`config.mk`:
```
export PLATFORM = sky130hd
export DESIGN_NAME = alu_ctrl_seq_flat
export DESIGN_NICKNAME = d
export VERILOG_FILES = /design/src/rtl/alu_ctrl_seq_if.sv /design/src/rtl/alu_ctrl_seq.sv /design/src/flat_wrapper.sv
export SDC_FILE = /design/constraint.sdc
export NUM_CORES = 1
export LEC_CHECK = 0
export CAP_MARGIN = 20
export CORE_MARGIN = 3
export CORE_UTILIZATION = 55
export DETAILED_ROUTE_END_ITERATION = 10
export PLACE_DENSITY = 0.88
export SYNTH_ARGS = -nofsm -noshare
export SYNTH_HDL_FRONTEND = slang
export SYNTH_SLANG_ARGS = --single-unit
```
`constraint.sdc`:
```
create_clock -name clk -period 3.7 [get_ports clk]
set_clock_uncertainty 0.15 [all_clocks]
set_input_delay 0.555 -clock clk [delete_from_list [all_inputs] [get_ports clk]]
set_output_delay 0.555 -clock clk [all_outputs]
set_load 0.1 [all_outputs]
```
`src/rtl/alu_ctrl_seq_if.sv`:
```
// Issue-side bundle for alu_ctrl_seq: decode fields in, decoded op / status out.
interface alu_ctrl_seq_if;
   logic       flush;
   logic       in_valid;
   logic       in_ready;
   logic [6:0] opcode;
   logic [2:0] funct3;
   logic [6:0] funct7;
   logic       out_valid;
   logic [4:0] alu_op;
   logic       illegal;
   logic       multicycle;
   logic       busy;

   modport master (
      output flush, in_valid, opcode, funct3, funct7,
      input  in_ready, out_valid, alu_op, illegal, multicycle, busy
   );

   modport slave (
      input  flush, in_valid, opcode, funct3, funct7,
      output in_ready, out_valid, alu_op, illegal, multicycle, busy
   );
endinterface

```
`src/rtl/alu_ctrl_seq.sv`:
```
// Registered RV32I/M ALU-control decoder; 1 cycle for base ops, MUL_LAT/DIV_LAT for M ops.
// in_ready drops while an M op is in flight; flush aborts it with no output pulse.
module alu_ctrl_seq #(
   parameter bit ENABLE_M = 1'b1,
   parameter int MUL_LAT  = 3,
   parameter int DIV_LAT  = 8
) (
   input  logic          clk,
   input  logic          reset,
   alu_ctrl_seq_if.slave bus
);
   typedef enum logic {IDLE, BUSY} state_t;

   localparam logic [4:0] OP_ADD  = 5'b00000;
   localparam logic [4:0] OP_SUB  = 5'b00001;
   localparam logic [4:0] OP_AND  = 5'b00010;
   localparam logic [4:0] OP_OR   = 5'b00011;
   localparam logic [4:0] OP_XOR  = 5'b00110;
   localparam logic [4:0] OP_LUI  = 5'b01000;
   localparam logic [4:0] OP_SRL  = 5'b01010;
   localparam logic [4:0] OP_SRA  = 5'b01011;
   localparam logic [4:0] OP_SLL  = 5'b01101;
   localparam logic [4:0] OP_SLT  = 5'b10110;
   localparam logic [4:0] OP_SLTU = 5'b10111;

   localparam logic [5:0] MUL_CNT = 6'(MUL_LAT);
   localparam logic [5:0] DIV_CNT = 6'(DIV_LAT);

   state_t     state, state_n;
   logic [5:0] cnt, cnt_n;
   logic       out_valid_q, out_valid_n;
   logic [4:0] alu_op_q, alu_op_n;
   logic       illegal_q, illegal_n;
   logic       multicycle_q, multicycle_n;
   logic [4:0] hold_op, hold_op_n;

   logic [4:0] base_op;
   logic [4:0] dec_op;
   logic       dec_ill;
   logic       dec_mc;
   logic [5:0] lat;

   // funct3 -> op shared by R-type and I-type when funct7 is all zero
   always_comb begin
      base_op = OP_ADD;
      case (bus.funct3)
         3'b000:  base_op = OP_ADD;
         3'b001:  base_op = OP_SLL;
         3'b010:  base_op = OP_SLT;
         3'b011:  base_op = OP_SLTU;
         3'b100:  base_op = OP_XOR;
         3'b101:  base_op = OP_SRL;
         3'b110:  base_op = OP_OR;
         default: base_op = OP_AND;
      endcase
   end

   always_comb begin
      dec_op  = OP_ADD;
      dec_ill = 1'b0;
      dec_mc  = 1'b0;
      case (bus.opcode)
         7'b0110011: begin
            if (bus.funct7 == 7'b0000000)
               dec_op = base_op;
            else if (bus.funct7 == 7'b0100000 && bus.funct3 == 3'b000)
               dec_op = OP_SUB;
            else if (bus.funct7 == 7'b0100000 && bus.funct3 == 3'b101)
               dec_op = OP_SRA;
            else if (ENABLE_M && bus.funct7 == 7'b0000001) begin
               dec_op = {2'b11, bus.funct3};
               dec_mc = 1'b1;
            end else
               dec_ill = 1'b1;
         end
         7'b0010011: begin
            if (bus.funct3 == 3'b001)
               dec_ill = (bus.funct7 != 7'b0000000);
            else if (bus.funct3 == 3'b101)
               dec_ill = (bus.funct7 != 7'b0000000) && (bus.funct7 != 7'b0100000);
            dec_op = (bus.funct3 == 3'b101 && bus.funct7[5]) ? OP_SRA : base_op;
         end
         7'b0000011: dec_ill = (bus.funct3 == 3'b011) || (bus.funct3[2:1] == 2'b11);
         7'b0100011: dec_ill = (bus.funct3 == 3'b011) || bus.funct3[2];
         7'b1100011: begin
            case (bus.funct3)
               3'b000:  dec_op = 5'b10000;
               3'b001:  dec_op = 5'b10001;
               3'b100:  dec_op = 5'b10010;
               3'b101:  dec_op = 5'b10011;
               3'b110:  dec_op = 5'b10100;
               3'b111:  dec_op = 5'b10101;
               default: dec_ill = 1'b1;
            endcase
         end
         7'b1101111: dec_op = OP_ADD;
         7'b1100111: dec_ill = (bus.funct3 != 3'b000);
         7'b0010111: dec_op = OP_ADD;
         7'b0110111: dec_op = OP_LUI;
         default:    dec_ill = 1'b1;
      endcase
      if (dec_ill) begin
         dec_op = OP_ADD;
         dec_mc = 1'b0;
      end
   end

   assign lat = bus.funct3[2] ? DIV_CNT : MUL_CNT;

   always_comb begin
      state_n      = state;
      cnt_n        = cnt;
      out_valid_n  = 1'b0;
      alu_op_n     = alu_op_q;
      illegal_n    = illegal_q;
      multicycle_n = multicycle_q;
      hold_op_n    = hold_op;
      if (bus.flush) begin
         state_n = IDLE;
         cnt_n   = 6'd0;
      end else begin
         case (state)
            IDLE: begin
               if (bus.in_valid) begin
                  if (dec_mc && lat > 6'd1) begin
                     state_n   = BUSY;
                     cnt_n     = lat - 6'd1;
                     hold_op_n = dec_op;
                  end else begin
                     out_valid_n  = 1'b1;
                     alu_op_n     = dec_op;
                     illegal_n    = dec_ill;
                     multicycle_n = dec_mc;
                  end
               end
            end
            default: begin
               cnt_n = cnt - 6'd1;
               if (cnt == 6'd1) begin
                  state_n      = IDLE;
                  cnt_n        = 6'd0;
                  out_valid_n  = 1'b1;
                  alu_op_n     = hold_op;
                  illegal_n    = 1'b0;
                  multicycle_n = 1'b1;
               end
            end
         endcase
      end
   end

   always_ff @(posedge clk or posedge reset) begin
      if (reset) begin
         state        <= IDLE;
         cnt          <= 6'd0;
         out_valid_q  <= 1'b0;
         alu_op_q     <= OP_ADD;
         illegal_q    <= 1'b0;
         multicycle_q <= 1'b0;
         hold_op      <= OP_ADD;
      end else begin
         state        <= state_n;
         cnt          <= cnt_n;
         out_valid_q  <= out_valid_n;
         alu_op_q     <= alu_op_n;
         illegal_q    <= illegal_n;
         multicycle_q <= multicycle_n;
         hold_op      <= hold_op_n;
      end
   end

   assign bus.in_ready   = (state == IDLE);
   assign bus.busy       = (state == BUSY);
   assign bus.out_valid  = out_valid_q;
   assign bus.alu_op     = alu_op_q;
   assign bus.illegal    = illegal_q;
   assign bus.multicycle = multicycle_q;
endmodule

```
`src/flat_wrapper.sv`:
```
// flat-port wrapper written by rule: the top's interface ports become plain ports
module alu_ctrl_seq_flat 
#(
   parameter bit ENABLE_M = 1'b1,
   parameter int MUL_LAT  = 3,
   parameter int DIV_LAT  = 8
)
  (clk, reset, bus_flush, bus_in_valid, bus_opcode, bus_funct3, bus_funct7, bus_in_ready, bus_out_valid, bus_alu_op, bus_illegal, bus_multicycle, bus_busy);
  alu_ctrl_seq_if bus_i ();
  input  logic clk;
  input  logic reset;
  input wire logic [$bits(bus_i.flush)-1:0] bus_flush;
  input wire logic [$bits(bus_i.in_valid)-1:0] bus_in_valid;
  input wire logic [$bits(bus_i.opcode)-1:0] bus_opcode;
  input wire logic [$bits(bus_i.funct3)-1:0] bus_funct3;
  input wire logic [$bits(bus_i.funct7)-1:0] bus_funct7;
  output wire logic [$bits(bus_i.in_ready)-1:0] bus_in_ready;
  output wire logic [$bits(bus_i.out_valid)-1:0] bus_out_valid;
  output wire logic [$bits(bus_i.alu_op)-1:0] bus_alu_op;
  output wire logic [$bits(bus_i.illegal)-1:0] bus_illegal;
  output wire logic [$bits(bus_i.multicycle)-1:0] bus_multicycle;
  output wire logic [$bits(bus_i.busy)-1:0] bus_busy;
  assign bus_i.flush = bus_flush;
  assign bus_i.in_valid = bus_in_valid;
  assign bus_i.opcode = bus_opcode;
  assign bus_i.funct3 = bus_funct3;
  assign bus_i.funct7 = bus_funct7;
  assign bus_in_ready = bus_i.in_ready;
  assign bus_out_valid = bus_i.out_valid;
  assign bus_alu_op = bus_i.alu_op;
  assign bus_illegal = bus_i.illegal;
  assign bus_multicycle = bus_i.multicycle;
  assign bus_busy = bus_i.busy;
  alu_ctrl_seq #(.ENABLE_M(ENABLE_M), .MUL_LAT(MUL_LAT), .DIV_LAT(DIV_LAT)) u_core (.clk(clk), .reset(reset), .bus(bus_i));
endmodule
```
==> impl_metrics.ini <==
[sta]
fin_crit_ns = 2.87
setup_viol = 0
worstMarginPinSlew_ns = 0.968
fmax_ghz = 0.349
slew_headroom_pct = 35.3
grt_setup_unrepaired = no
hold_viol = 0
period_share_pct = 77.5
fin_tns_setup_ns = 0
drv_slew = 0

[pwr]
comb_power_share_pct = 43.7
intPower_mw = 0.364
swShare_pct = 44.6
p_sw_mw = 0.293
power_mw = 0.657
powerDensity_nw_per_um2 = 358
ir_drop_mv = 0.375
p_clk_share_pct = 16.2
p_leak_nw = 0.738
seq_power_share_pct = 40.1

[yosys]
synth_nets = 210
seq_area_frac_synth_pct = 33.2
synth.avg_cell_area_um2 = 8.07
synthCells = 187
synth_area_um2 = 1510
async_flop_share_pct = 100
ys_warn_count = 0
synth_edf_count = 0
synth_flop_cell = dfrtp_1
synth_cell_types = 48
synth_seq_cells = 20

[final_layout]
regArea_um2 = 500
area_growth_pct = 21.6
layout_common_cells = 28 x clkdlybuf4s50_1, 22 x nand2_1, 20 x dfrtp_1, 19 x nor2_1, 15 x o21ai_0
final_area_um2 = 1830
diodes = 0
fill_cells = 212
drive_gt1_share_pct = 8.96
multiInputGateArea_um2 = 937
final_common_cell = clkdlybuf4s50_1
num-nets-final = 237

[global_routing]
grt_pass1_vias = 1449
gr-usage-all-layers_pct = 23.7
grt_overflow = 0
grt_pass1_wl_um = 6310
antenna_found_initial = 0
grt_start_max_net_pins = 21

[cts]
cts_tree = yes
cts_buffers = 3
cts_hold_buffers = 0
ctsLongestPathBuffers = 2
clk_pin_slew_ns = 0.10
postCtsResizedCells = 0
cts-root-buf = clkbuf_4
cts_setup_buffers = 0
cts.sinks = 20
clock_latency_ns = 0.32
h-tree-depth = 1

[worst_setup_path]
critPathLaunchType = input pin
cp_max_fo = 7
reg2regPathDepth = 7
crit_cells = 8
end_kind = flip-flop
worstSetupPathType = input pin to flip-flop
crit_chain = clkdlybuf4s50_1 -> or4b_4 -> o41ai_2 -> or3_1 -> and2b_4 -> inv_2 -> o21ai_0 -> o31ai_1
crit_family = simple AND/OR/NAND/NOR gates
cpMaxStageDelayCell = or4b_4
slowest_delay_ns = 0.63
arrival_ns = 2.91
required_ns = 3.74
critPathBufInv = 2

[detailed_routing]
drc = 0
ant_nets = 0
dr.pass1.iters = 4
drtIter0Drc = 114
vias_per_cell = 6.47
wl_per_cell_um = 15.7
vias = 1566
routed_wl_um = 3800

[placed_design]
postPlaceCellArea_um2 = 1810
routabilityCongestion = 0.961
place_hpwl_um = 2930
numPortBuffers = 30

[run_status]
outcome = finished, final reports clean

[job]
maxCapViolCount = 0

[die]
core-area_um2 = 2540
die_h_um = 58.4
ios = 31
start_util_pct = 59.3
fp-row-count = 18
die_w_um = 58.4
dieArea_um2 = 3410

[worst_hold_path]
hold_path_class = flip-flop to flip-flop
whs_path_depth = 1
[registers in the layout, summed over array words and instances, names as in the netlist]
signal / cells
u_core.bus.busy: 1
u_core.bus.illegal: 1
u_core.cnt: 6
u_core.hold_op: 5
u_core.bus.multicycle: 1
u_core.bus.out_valid: 1
u_core.bus.alu_op: 5
[path summary, 6_finish.rpt]
path                                                from                               end  slack [ns]
hold reg to reg            u_core.hold_op[4]$_DFFE_PP0P_     u_core.hold_op[4]$_DFFE_PP0P_        0.33
min in group asynchronous                          reset         u_core.cnt[4]$_DFFE_PP0P_        0.51
setup reg to reg               u_core.cnt[2]$_DFFE_PP0P_  u_core.bus.alu_op[1]$_DFFE_PP0P_        1.36
max in group asynchronous                          reset  u_core.bus.alu_op[2]$_DFFE_PP0P_        2.42
setup / recovery                           bus_funct7[5]  u_core.bus.alu_op[1]$_DFFE_PP0P_        0.83
hold / removal             u_core.hold_op[4]$_DFFE_PP0P_     u_core.hold_op[4]$_DFFE_PP0P_        0.33
[layout make-up]
type	count	share of cell area, %
sequential	20	27.3
inverter	9	1.84
tap	30	2.05
timing repair buffer	31	16.5
multi-input combinational	149	51.1
clock buffer	3	1.23
[cells by family after synthesis]
logic type | synth area share (%)
AO/OA/AOI/OAI | 27.7
adder cells (fa/ha/maj) | 1.66
buffers and inverters | 4.73
flip-flops | 33.2
multiplexers | 0.663
AND/OR/NAND/NOR | 32.1
[power groups by stage]
stage | Clock, mW | Sequential, mW | Combinational (mW)
floorplan | 0 | 0.374 | 0.0960
global placement | 0 | 0.265 | 0.280
detailed placement | 0 | 0.268 | 0.285
CTS | 0.108 | 0.263 | 0.286
global route | 0.111 | 0.266 | 0.303
finish | 0.107 | 0.263 | 0.287
[worst reg2reg max path: cells and delay by family (launching register included)]
family	cells	cell delay (ns)
compound gates	2	0.30
buf+inv	1	0.09
flops	1	0.44
simple gates	4	1.26
[synth_stat cells, types with 2 or more instances]
library cell,instances,area (um2)
a21oi_1,7,35.0
a22oi_1,3,22.5
o31ai_1,2,15.0
inv_1,8,30.0
o21ai_1,7,35.0
nand3b_1,6,45.0
nor2b_1,3,18.8
nand4b_1,3,26.3
nor2_1,19,71.3
dfrtp_1,20,500
nand3_1,4,20.0
o211ai_1,2,15.0
or3_1,6,37.5
o21ai_0,15,75.1
a311o_1,2,20.0
buf_2,3,15.0
o22ai_1,2,12.5
o22a_1,2,17.5
ha_1,2,25.0
o31ai_2,2,25.0
nor3_1,11,55.1
nand2b_1,5,31.3
clkbuf_1,5,18.8
nand2_1,22,82.6
a211oi_1,2,15.0
a31oi_1,2,12.5
[per-stage QoR]
stage               util [%]  instances  setup slack (ns)  hold slack (ns)
finish                  72.1        242             0.833            0.334
detailed placement      71.2        239             0.540            0.312
global placement        71.2        239             0.574            0.309
global route            72.1        242             0.691            0.355
CTS                     72.1        242             0.849            0.339
floorplan                  -        187              1.21            0.279
[layer usage]
| metal | track usage [%] | wire length (um) | part of all wire (%) |
|---|---|---|---|
| met5 | 0 | 0 | 0 |
| met4 | 14.6 | 91 | 2.4 |
| met3 | 2.19 | 245 | 6.4 |
| met2 | 39.1 | 1870 | 49 |
| met1 | 29.8 | 1590 | 42 |
(Power assumes the default switching activity.)
